$ cat config.mk
export PLATFORM = sky130hd
export DESIGN_NAME = mult_datapath
export DESIGN_NICKNAME = d
export VERILOG_FILES = /design/src/rtl/mult_datapath.sv
export SDC_FILE = /design/constraint.sdc
export NUM_CORES = 1
export LEC_CHECK = 0
export ABC_CLOCK_PERIOD_IN_PS = 2700
export CORE_MARGIN = 2
export CORE_UTILIZATION = 47
export CTS_BUF_LIST = sky130_fd_sc_hd__clkbuf_16
export DETAILED_ROUTE_END_ITERATION = 12
export HOLD_SLACK_MARGIN = 0.12
export PLACE_DENSITY = 0.77
export SETUP_SLACK_MARGIN = 0.02
export SLEW_MARGIN = 20
export SYNTH_ARGS = -nofsm -noshare
export SYNTH_HDL_FRONTEND = slang
export SYNTH_SLANG_ARGS = --single-unit
$ cat constraint.sdc
create_clock -name clk -period 2.7 [get_ports clk]
set_clock_uncertainty 0.2 [all_clocks]
set_input_delay 0.54 -clock clk [delete_from_list [all_inputs] [get_ports clk]]
set_output_delay 0.54 -clock clk [all_outputs]
set_load 0.005 [all_outputs]
$ cat src/rtl/mult_datapath.sv
// Datapath for the repeated-addition multiplier (P = A x B).
// Responder to the multiplier control FSM: executes its strobes, returns eqz.
//
// Ports:
//   clk      rising-edge system clock
//   rst      asynchronous active-low reset
//   data_in  shared operand bus, sampled by ld_a / ld_b
//   ld_a     load A from data_in
//   ld_b     load B (iteration counter) from data_in; wins over dec
//   ld_p     accumulate P <= P + A (old A if ld_a in the same cycle)
//   dec      saturating decrement of B
//   clr      clear P and ovf; wins over ld_p
//   eqz      B == 0, combinational from the B register
//   product  P register
//   a_val    A register
//   b_val    B register
//   ovf      sticky carry-out of the P accumulator
module mult_datapath #(
    parameter int WIDTH  = 16,
    parameter int PWIDTH = 32
) (
    input  logic              clk,
    input  logic              rst,
    input  logic [WIDTH-1:0]  data_in,
    input  logic              ld_a,
    input  logic              ld_b,
    input  logic              ld_p,
    input  logic              dec,
    input  logic              clr,
    output logic              eqz,
    output logic [PWIDTH-1:0] product,
    output logic [WIDTH-1:0]  a_val,
    output logic [WIDTH-1:0]  b_val,
    output logic              ovf
);

    // One extra bit so the carry out of P is visible for the ovf flag.
    logic [PWIDTH:0] sum;

    assign sum = {1'b0, product}
               + {{(PWIDTH + 1 - WIDTH){1'b0}}, a_val};

    assign eqz = (b_val == '0);

    always_ff @(posedge clk or negedge rst) begin
        if (!rst) begin
            a_val <= '0;
        end else if (ld_a) begin
            a_val <= data_in;
        end
    end

    // Counter saturates at zero so a stray dec never wraps to all-ones.
    always_ff @(posedge clk or negedge rst) begin
        if (!rst) begin
            b_val <= '0;
        end else if (ld_b) begin
            b_val <= data_in;
        end else if (dec && !eqz) begin
            b_val <= b_val - 1'b1;
        end
    end

    always_ff @(posedge clk or negedge rst) begin
        if (!rst) begin
            product <= '0;
            ovf     <= 1'b0;
        end else if (clr) begin
            product <= '0;
            ovf     <= 1'b0;
        end else if (ld_p) begin
            product <= sum[PWIDTH-1:0];
            ovf     <= ovf | sum[PWIDTH];
        end
    end

endmodule

; ---- Yosys cells after proc, flatten, opt, wreduce, memory -nomap -nowiden
; Index checks and enable logic that the tools add are counted.
; Widths: inputs -> output; s select.
[word_totals]
register_bits = 65
inputBits = 23
out_inout_bits = 66
wordCells = 18
[classes]
n_addsub = 2
n_mux = 6
bitwise_logic = 1
n_reduce_logical = 5
[ops]
columns = operator, count
row1 = $mux 32, 2
row2 = $add 32x16->33, 1
row3 = $mux 16, 2
row4 = $logic_not 16->1, 1
row5 = $sub 16x1->16 const B, 1
row6 = $reduce_bool 2->1, 2
row7 = $mux 1, 2
row8 = $logic_and 1x1->1, 1
row9 = $logic_not 1->1, 1
row10 = $or 1x1->1, 1

; ---- Longest topological paths before layout
; Gate-level depths: netlist of run 1.
[logic_depth]
depth_word = 5
ltp_mapped = 9
ltp_nobuf = 9

; ---- Worst setup path after synthesis of run 1
; OpenSTA, ideal clock, no wires.
[synth_timing]
kind = register -> register
from = register product[0]
to = register product[26]
setup_ns = 0.136
arrival_ns = 2.259
t_required_ns = 2.364
setup_slack_ns = 0.106
stages_incl_launch_ff = 10
n_path_buf = 0
period_less_slack_ns = 2.594
path_cell_list = dfrtp_1 ha_1 inv_1 fa_1 nand2b_1 a211oi_1 o21ai_0 a2111oi_0 o21a_1 nor3_1
[synth_via]
elab_chain_cells = 3
[synth_rtl]
columns = item, line
row1 = start: declaration, 31  ; output logic [PWIDTH-1:0] product,
row2 = start signal: assignment, 72  ; product <= sum[PWIDTH-1:0];
row3 = $add 32x16->33, 41  ; + {{(PWIDTH + 1 - WIDTH){1'b0}}, a_val};
row4 = $mux 32, 71  ; end else if (ld_p) begin
row5 = $mux 32, 68  ; end else if (clr) begin
; Every way passes these cells. The select of a mux whose other input is x is not followed.
; A chain may end at the register's enable or synchronous reset.

; ---- Worst setup path after layout of run 1
[layout_timing]
from = register product[0]
to = register product[30]
; The elaborated chain is that of the path after synthesis.

==> metrics.cfg, run 1 <==
[drt]
routed_wirelength_um=12650
route.detailed.drc=0
drtPass1Iterations=5
drt_iter0_drc=233
avgRoutedWirePerCell_um=17.74
vias_per_cell=5.972
routed-via-count=4258
ant_nets=0

[clock_network]
h-tree-depth=3
clk_latency_ns=0.33
clk_pin_slew_ns=0.06
cts.sinks=65
cts-root-buf=clkbuf_16
cts_tree=yes
clockBufferDepth=2
cts_buffers=9

[floorplanning]
die_w_um=99.03
ios=89
die_y_um=99.03
fp-row-count=34
die_area_um2=9806
core_um2=8721
initial_core_util_pct=48.67

[timing]
rsz0062_at_grt=true
fin_hold_ws_ns=0.3112
fmax_mhz=375.7
layout_min_cycle_time_ns=2.661
min_period_over_period_pct=98.57
hold_violations=0
worstMarginPinSlew_ns=0.4850
relSlewSlack_pct=67.45
setup_viol=0
setup_tns_ns=0
drv_slew=0

[worst_setup_path]
startpoint_type=register
crit_type=register to register
r2r_slack_ns=0.04
required_ns=2.72
cp-end-kind=register
r2r_cells=9
r2r_start=product[0]
worstPathMaxFanout=3
r2r_end=product[30]
cp.arrival_ns=2.68

[place]
portBuffers=88
dp_hpwl_um=9071
place_congestion=0.9394

[power]
total_leakage_power_uw=0.002532
ir_drop_uv=338.8
power_density_nw_per_um2=603.7
total_power_uw=3606

[worst_hold_path]
min_path_cells=1
holdPathEnd=ovf
min_from=ovf
hold_path_class=register to register

[synth]
syn_inst=466
synthArstFlopShare_pct=100.0
syn_area_um2=4244
synthFlopType=dfrtp_1
avgSynthCellArea_um2=9.107
yosysWarnings=0
synthDistinctLibCells=57
ys_seq_area_share_pct=38.33
synth_fp_nets=508
synth_seq_cells=65
synth-edff-count=0

[outcome]
status=completed

[run]
cap_viol_max_count=0

[global_routing]
grt_pass1_wl_um=20440
grt_overflow=0
grt_max_degree=66
grt_pass1_vias=4247
antenna_found_initial=0
track_usage_pct=25.87

[final_layout]
fillers=695
layout_commonest_cell=clkdlybuf4s50_1
layout.nets=642
insertedDiodeCount=0
drive_gt1_share_pct=21.16
area_growth_pct=40.74
final_cell_mix=clkdlybuf4s50_1, dfrtp_1, buf_4, nor2_1, nand2_1

-- per-layer routing --
layer  track usage (%)  part of all wire (%)  up-vias
met5                 0                     0        -
met4             11.17                   2.6        0
met3             4.468                   6.7       36
met2             44.18                    50      177
met1             32.21                    41     2072
li1                  -                     -     1973
-- how the worst max path moves through the flow --
stage | from | end | slack [ns]
6_report | product[0] | product[30] | 0.04
5_1_grt | product[0] | product[24] | -0.05
4_1_cts | b_val[14] | eqz | 0.02
3_5_place_dp | product[0] | product[24] | -0.14
3_3_place_gp | product[0] | product[24] | -0.07
2_1_floorplan | product[0] | product[26] | 0.11
-- synth_stat cells (all sizes together), types with 12 or more instances --
| cell | n | area [um^2] |
|---|---|---|
| nand3 | 24 | 120.1 |
| nor3 | 14 | 75.07 |
| nor2b | 12 | 75.07 |
| clkbuf | 17 | 65.06 |
| inv | 12 | 45.04 |
| mux2 | 26 | 292.8 |
| dfrtp | 65 | 1627 |
| nor2 | 42 | 157.7 |
| o21ai | 27 | 146.4 |
| a21oi | 28 | 140.1 |
| nand2 | 41 | 153.9 |
| ha | 18 | 225.2 |
| xnor2 | 20 | 175.2 |
-- state kept, by name, indices dropped and copies added (netlist names) --
name and count:
ovf 1, product 32, a_val 16, b_val 16
-- cell type report --
type                    instances  area, um^2  area share, %
multi-input cells             366        2581          43.21
flip-flops and latches         65        1627          27.23
repair buffers                146        1321          22.12
clock buffers                   9       225.2          3.770
well taps                     108       135.1          2.262
inverters                      12       45.04         0.7541
clock inverters                 7       38.79         0.6494
-- critical path, cell delays in order (launching register included) --
cell      delay [ns]
dfrtp_1         0.36
ha_1            0.18
inv_1           0.06
fa_1            0.38
nand2b_4        0.16
a211oi_2        0.30
o21ai_2         0.13
a21o_1          0.21
o221ai_1        0.20
mux2_2          0.35
-- repair_timing --
item,CTS,global route
endpoints found under the setup margin,9,17
pin swaps,5,9
hold endpoints to repair,65,0
hold buffers,1,0
gates resized for setup,12,18
setup buffers,0,3
-- metrics by stage --
stage / utilization (%) / std cells / area (um^2) / setup WS [ns]
finish: 68.49 / 713 / 5973 / 0.03851
floorplan: - / 466 / 4244 / 0.1057
CTS: 67.53 / 710 / 5889 / 0.01563
detailed placement: 63.92 / 693 / 5574 / -0.1409
global route: 68.49 / 713 / 5973 / -0.05262
global placement: 63.92 / 693 / 5574 / -0.07042
-- kinds of logic (layout without fill, tap and decap cells) --
family / Yosys count / in the layout / synth area share (%)
AOI/OAI and AO/OA: 104 / 104 / 16.77
xor gates and xnor gates: 26 / 26 / 5.366
adders and majority gates: 19 / 19 / 5.778
buffers and inverters: 35 / 174 / 3.390
DFF: 65 / 65 / 38.33
muxes: 33 / 33 / 8.550
and+or+nand+nor: 184 / 184 / 21.82
-- power breakdown --
group,internal [uW],switching (uW)
combinational,692,688
clock,610,434
sequential,1080,100
Power figures use the tool's default switching activity.
==> inputs of run 2 (changes only) <==
CORE_MARGIN = 5   (was 2)
==> run 2 against run 1 <==
Non-clock buffer count grew 4. Sequential cell count is the same. Via count shrank 1.9%. Sequential share of layout area shrank 0.35 points. Wire length grew 2.1%. Utilization grew 0.55 points. Cell area grew 1.3%. Global-route usage shrank 2.5 points. Critical path depth shrank 5. Hold slack lost 0.016 ns. Register-to-register slack gained 0.04 ns. Cell count grew 0.56%. Critical endpoint is now eqz. Largest cell class unchanged.
==> metrics.cfg, run 2 (synthesized netlist as in run 1, its figures left out) <==
[worst_hold_path]
holdPathEnd=ovf
min_from=ovf
min_path_cells=1
hold_path_class=register to register

[drt]
drt_iter0_drc=253
route.detailed.drc=0
ant_nets=0
routed_wirelength_um=12910
routed-via-count=4175
avgRoutedWirePerCell_um=18.01
drtPass1Iterations=5
vias_per_cell=5.823

[outcome]
status=completed

[floorplanning]
core_um2=8763
initial_core_util_pct=48.43
die_w_um=105.0
die_area_um2=11030
die_y_um=105.0
ios=89
fp-row-count=34

[final_layout]
top_regs=product x32, a_val x16, b_val x16
layout_commonest_cell=clkdlybuf4s50_1
drive_gt1_share_pct=21.18
final_util_pct=69.05
layout.nets=646
regMostFlops=product
final_cell_mix=clkdlybuf4s50_1, dfrtp_1, buf_4, nor2_1, nand2_1
insertedDiodeCount=0
largest_register_ffs=32
area_growth_pct=42.57

[worst_setup_path]
worstPathMaxFanout=2
required_ns=1.96
r2r_slack_ns=0.08
crit_type=register to primary output
r2r_end=product[24]
cp.arrival_ns=1.89
startpoint_type=register
cp-end-kind=primary output
r2r_cells=11
r2r_start=a_val[0]

[global_routing]
grt_max_degree=43
antenna_found_initial=0
grt_pass1_wl_um=21400
grt_pass1_vias=4311
grt_overflow=0
track_usage_pct=23.37

[timing]
fmax_mhz=380.2
layout_min_cycle_time_ns=2.630
relSlewSlack_pct=54.73
min_period_over_period_pct=97.41
setup_viol=0
worstMarginPinSlew_ns=0.6791
hold_violations=0
drv_slew=0
rsz0062_at_grt=true

[power]
total_leakage_power_uw=0.002578
ir_drop_uv=295.4
total_power_uw=3861
power_density_nw_per_um2=638.1

[clock_network]
clk_pin_slew_ns=0.06
cts-root-buf=clkbuf_16
cts_buffers=9
cts_tree=yes
clockBufferDepth=2
cts.sinks=65
clk_latency_ns=0.34
h-tree-depth=3

[run]
cap_viol_max_count=0

[place]
place_congestion=0.9086
dp_hpwl_um=9690
portBuffers=88

## run 2: per-layer routing
| layer | wire length [um] | up-vias | track usage [%] |
|---|---|---|---|
| met4 | 360 | 0 | 8.767 |
| met5 | 0 | - | 0 |
| met2 | 6330 | 152 | 39.48 |
| li1 | - | 1977 | - |
| met3 | 700 | 30 | 4.871 |
| met1 | 5519 | 2016 | 29.34 |
## run 2: area by class of cell
cell class              instances  area, um^2
clock buffers                   9       225.2
clock inverters                 7       102.6
fillers                       693        2713
inverters                      12       45.04
multi-input cells             366        2565
flip-flops and latches         65        1627
well taps                     108       135.1
repair buffers                150        1351
## run 2: report_power, final
part	switching [uW]	leakage, uW	total, uW	internal (uW)
Sequential	101	0.000830	1180	1080
Combinational	691	0.00159	1410	715
Clock	458	0.000156	1270	816
## run 2: timing repair
action	in CTS	in global routing
gates resized for setup	13	16
pin swaps	5	8
endpoints found under the hold margin	25	0
buffers inserted	0	2
setup endpoints to repair	14	18
hold buffers	1	0
## run 2: per-stage QoR
stage | setup TNS, ns | hold slack (ns) | std cells | area (um^2) | setup slack (ns)
floorplan | 0 | 0.04441 | 466 | 4244 | 0.1057
global placement | -0.4456 | 0.2844 | 698 | 5612 | -0.1837
detailed placement | -0.7908 | 0.2839 | 698 | 5612 | -0.2767
CTS | 0 | 0.3010 | 715 | 5991 | 0.01253
global route | 0 | 0.3345 | 717 | 6051 | 0.005358
finish | 0 | 0.2952 | 717 | 6051 | 0.06983
## run 2: worst max-delay path, cell delays in order, from the launching register on
cell     delay (ns)
dfrtp_1        0.38
or3_4          0.40
or4_4          0.55
nor2_2         0.11
buf_2          0.11
## run 2: how the worst max path moves through the flow
stage,from,to,slack (ns),cells past startpoint
2_1_floorplan,product[0],product[26],0.11,9
3_3_place_gp,product[0],product[20],-0.18,11
3_5_place_dp,product[0],product[24],-0.28,11
4_1_cts,b_val[14],eqz,0.01,4
5_1_grt,product[3],product[18],0.005,7
6_report,b_val[5],eqz,0.07,4
==> inputs of run 3 (changes only) <==
CELL_PAD_IN_SITES_DETAIL_PLACEMENT = 1   (was unset)
CELL_PAD_IN_SITES_GLOBAL_PLACEMENT = 1   (was unset)
CORE_UTILIZATION = 35   (was 47)
PLACE_DENSITY = unset   (was 0.77)
PLACE_DENSITY_LB_ADDON = 0.1   (was unset)
SKIP_LAST_GASP = 1   (was unset)
==> run 3 against run 2 <==
Non-clock buffer count grew 13. Critical path depth is the same. Maximum frequency is essentially flat. Global-route usage shrank 2.5 points. Largest power group unchanged. Utilization shrank 17 points. Via count shrank 0.26%. Register-to-register slack gained 0.05 ns. Worst setup slack is essentially flat. Sequential cell count is the same. Clock-buffer cell count is the same. Die area grew 31%.
==> metrics.cfg, run 3 (synthesized netlist as in run 1, its figures left out) <==
[drt]
ant_nets=0
drt_iter0_drc=145
drtPass1Iterations=5
vias_per_cell=5.415
route.detailed.drc=0
routed_wirelength_um=14560
routed-via-count=4164
avgRoutedWirePerCell_um=18.93

[clock_network]
clockBufferDepth=2
clk_latency_ns=0.34
cts-root-buf=clkbuf_16
h-tree-depth=3
clk_pin_slew_ns=0.06
cts_tree=yes
cts.sinks=65
cts_buffers=9

[global_routing]
grt_pass1_vias=4546
antenna_found_initial=0
grt_max_degree=47
grt_pass1_wl_um=23860
track_usage_pct=20.88
grt_overflow=0

[worst_setup_path]
startpoint_type=register
worstPathMaxFanout=2
cp-end-kind=primary output
cp.arrival_ns=1.89
r2r_cells=11
required_ns=1.96
crit_type=register to primary output

[floorplanning]
die_y_um=120.1
initial_core_util_pct=35.48
die_area_um2=14430
core_um2=11960
fp-row-count=40
die_w_um=120.1
ios=89

[power]
total_leakage_power_uw=0.002657
power_density_nw_per_um2=609.4
total_power_uw=3791
ir_drop_uv=340.6

[place]
portBuffers=88
place_congestion=0.8870
place_ws_ns=-0.3039
dp_hpwl_um=11250

[final_layout]
drive_gt1_share_pct=23.47
final_cell_mix=clkdlybuf4s50_1, buf_4, dfrtp_1, nor2_1, nand2_1
layout.nets=659
largest_register_ffs=32
area_growth_pct=46.58
layout_commonest_cell=clkdlybuf4s50_1
regMostFlops=product
top_regs=product x32, a_val x16, b_val x16
insertedDiodeCount=0

[timing]
drv_slew=0
worstMarginPinSlew_ns=0.5448
layout_min_cycle_time_ns=2.630
hold_violations=0
setup_viol=0
setup_ws_ns=0.06968
rsz0062_at_grt=false
min_period_over_period_pct=97.42
relSlewSlack_pct=63.68
fmax_mhz=380.2

[worst_hold_path]
hold_path_class=register to register
min_path_cells=1

[outcome]
status=completed

[run]
cap_viol_max_count=0

[run 3: layout make-up]
cell class | count | area (um^2)
repair buffers | 163 | 1449
inverters | 12 | 45.04
flip-flops and latches | 65 | 1627
fillers | 1392 | 5741
clock buffers | 9 | 225.2
multi-input cells | 366 | 2638
clock inverters | 7 | 53.80
well taps | 147 | 183.9
[run 3: critical path, stage by stage, from the launching register on]
cell and delay [ns]:
dfrtp_1 0.38, or3_4 0.41, or4_4 0.55, nor2_2 0.11, clkbuf_2 0.11
[run 3: timing repair]
item                                    4_1_cts  5_1_grt
hold buffers                                  1        0
setup buffers                                 0        4
resized for setup                            13       29
endpoints found under the setup margin       13       19
pin swaps                                     2        7
hold endpoints to repair                     19        0
[run 3: final timing paths]
check,startpoint,end,slack (ns)
setup / recovery,b_val[6],eqz,0.07
hold / removal,ovf,ovf,0.31
setup reg to reg,product[0],product[24],0.13
hold reg to reg,ovf,ovf,0.31
max in group asynchronous,rst,product[10],1.12
min in group asynchronous,rst,ovf,0.53
[run 3: metal layers]
| layer | vias to the layer above | track usage, % | wire length (um) |
|---|---|---|---|
| met1 | 2064 | 25.90 | 6324 |
| met5 | - | 0 | 0 |
| met4 | 0 | 6.657 | 238 |
| met2 | 85 | 36.49 | 7450 |
| li1 | 2001 | - | - |
| met3 | 14 | 3.959 | 547 |
[run 3: where the power goes]
group / switching, uW / internal (uW)
Combinational: 743 / 739
Clock: 435 / 696
Sequential: 96.1 / 1080
[run 3: through the flow]
stage	setup TNS, ns	area, um^2	utilization [%]	hold slack [ns]	instances
after detailed placement	-1.193	5743	48.01	0.2974	748
after global routing	0	6221	52.01	0.3423	769
after global placement	-0.8728	5743	48.01	0.3247	748
after floorplan	0	4244	-	0.04441	466
final	0	6221	52.01	0.3111	769
after CTS	-0.07346	6082	50.85	0.3148	765
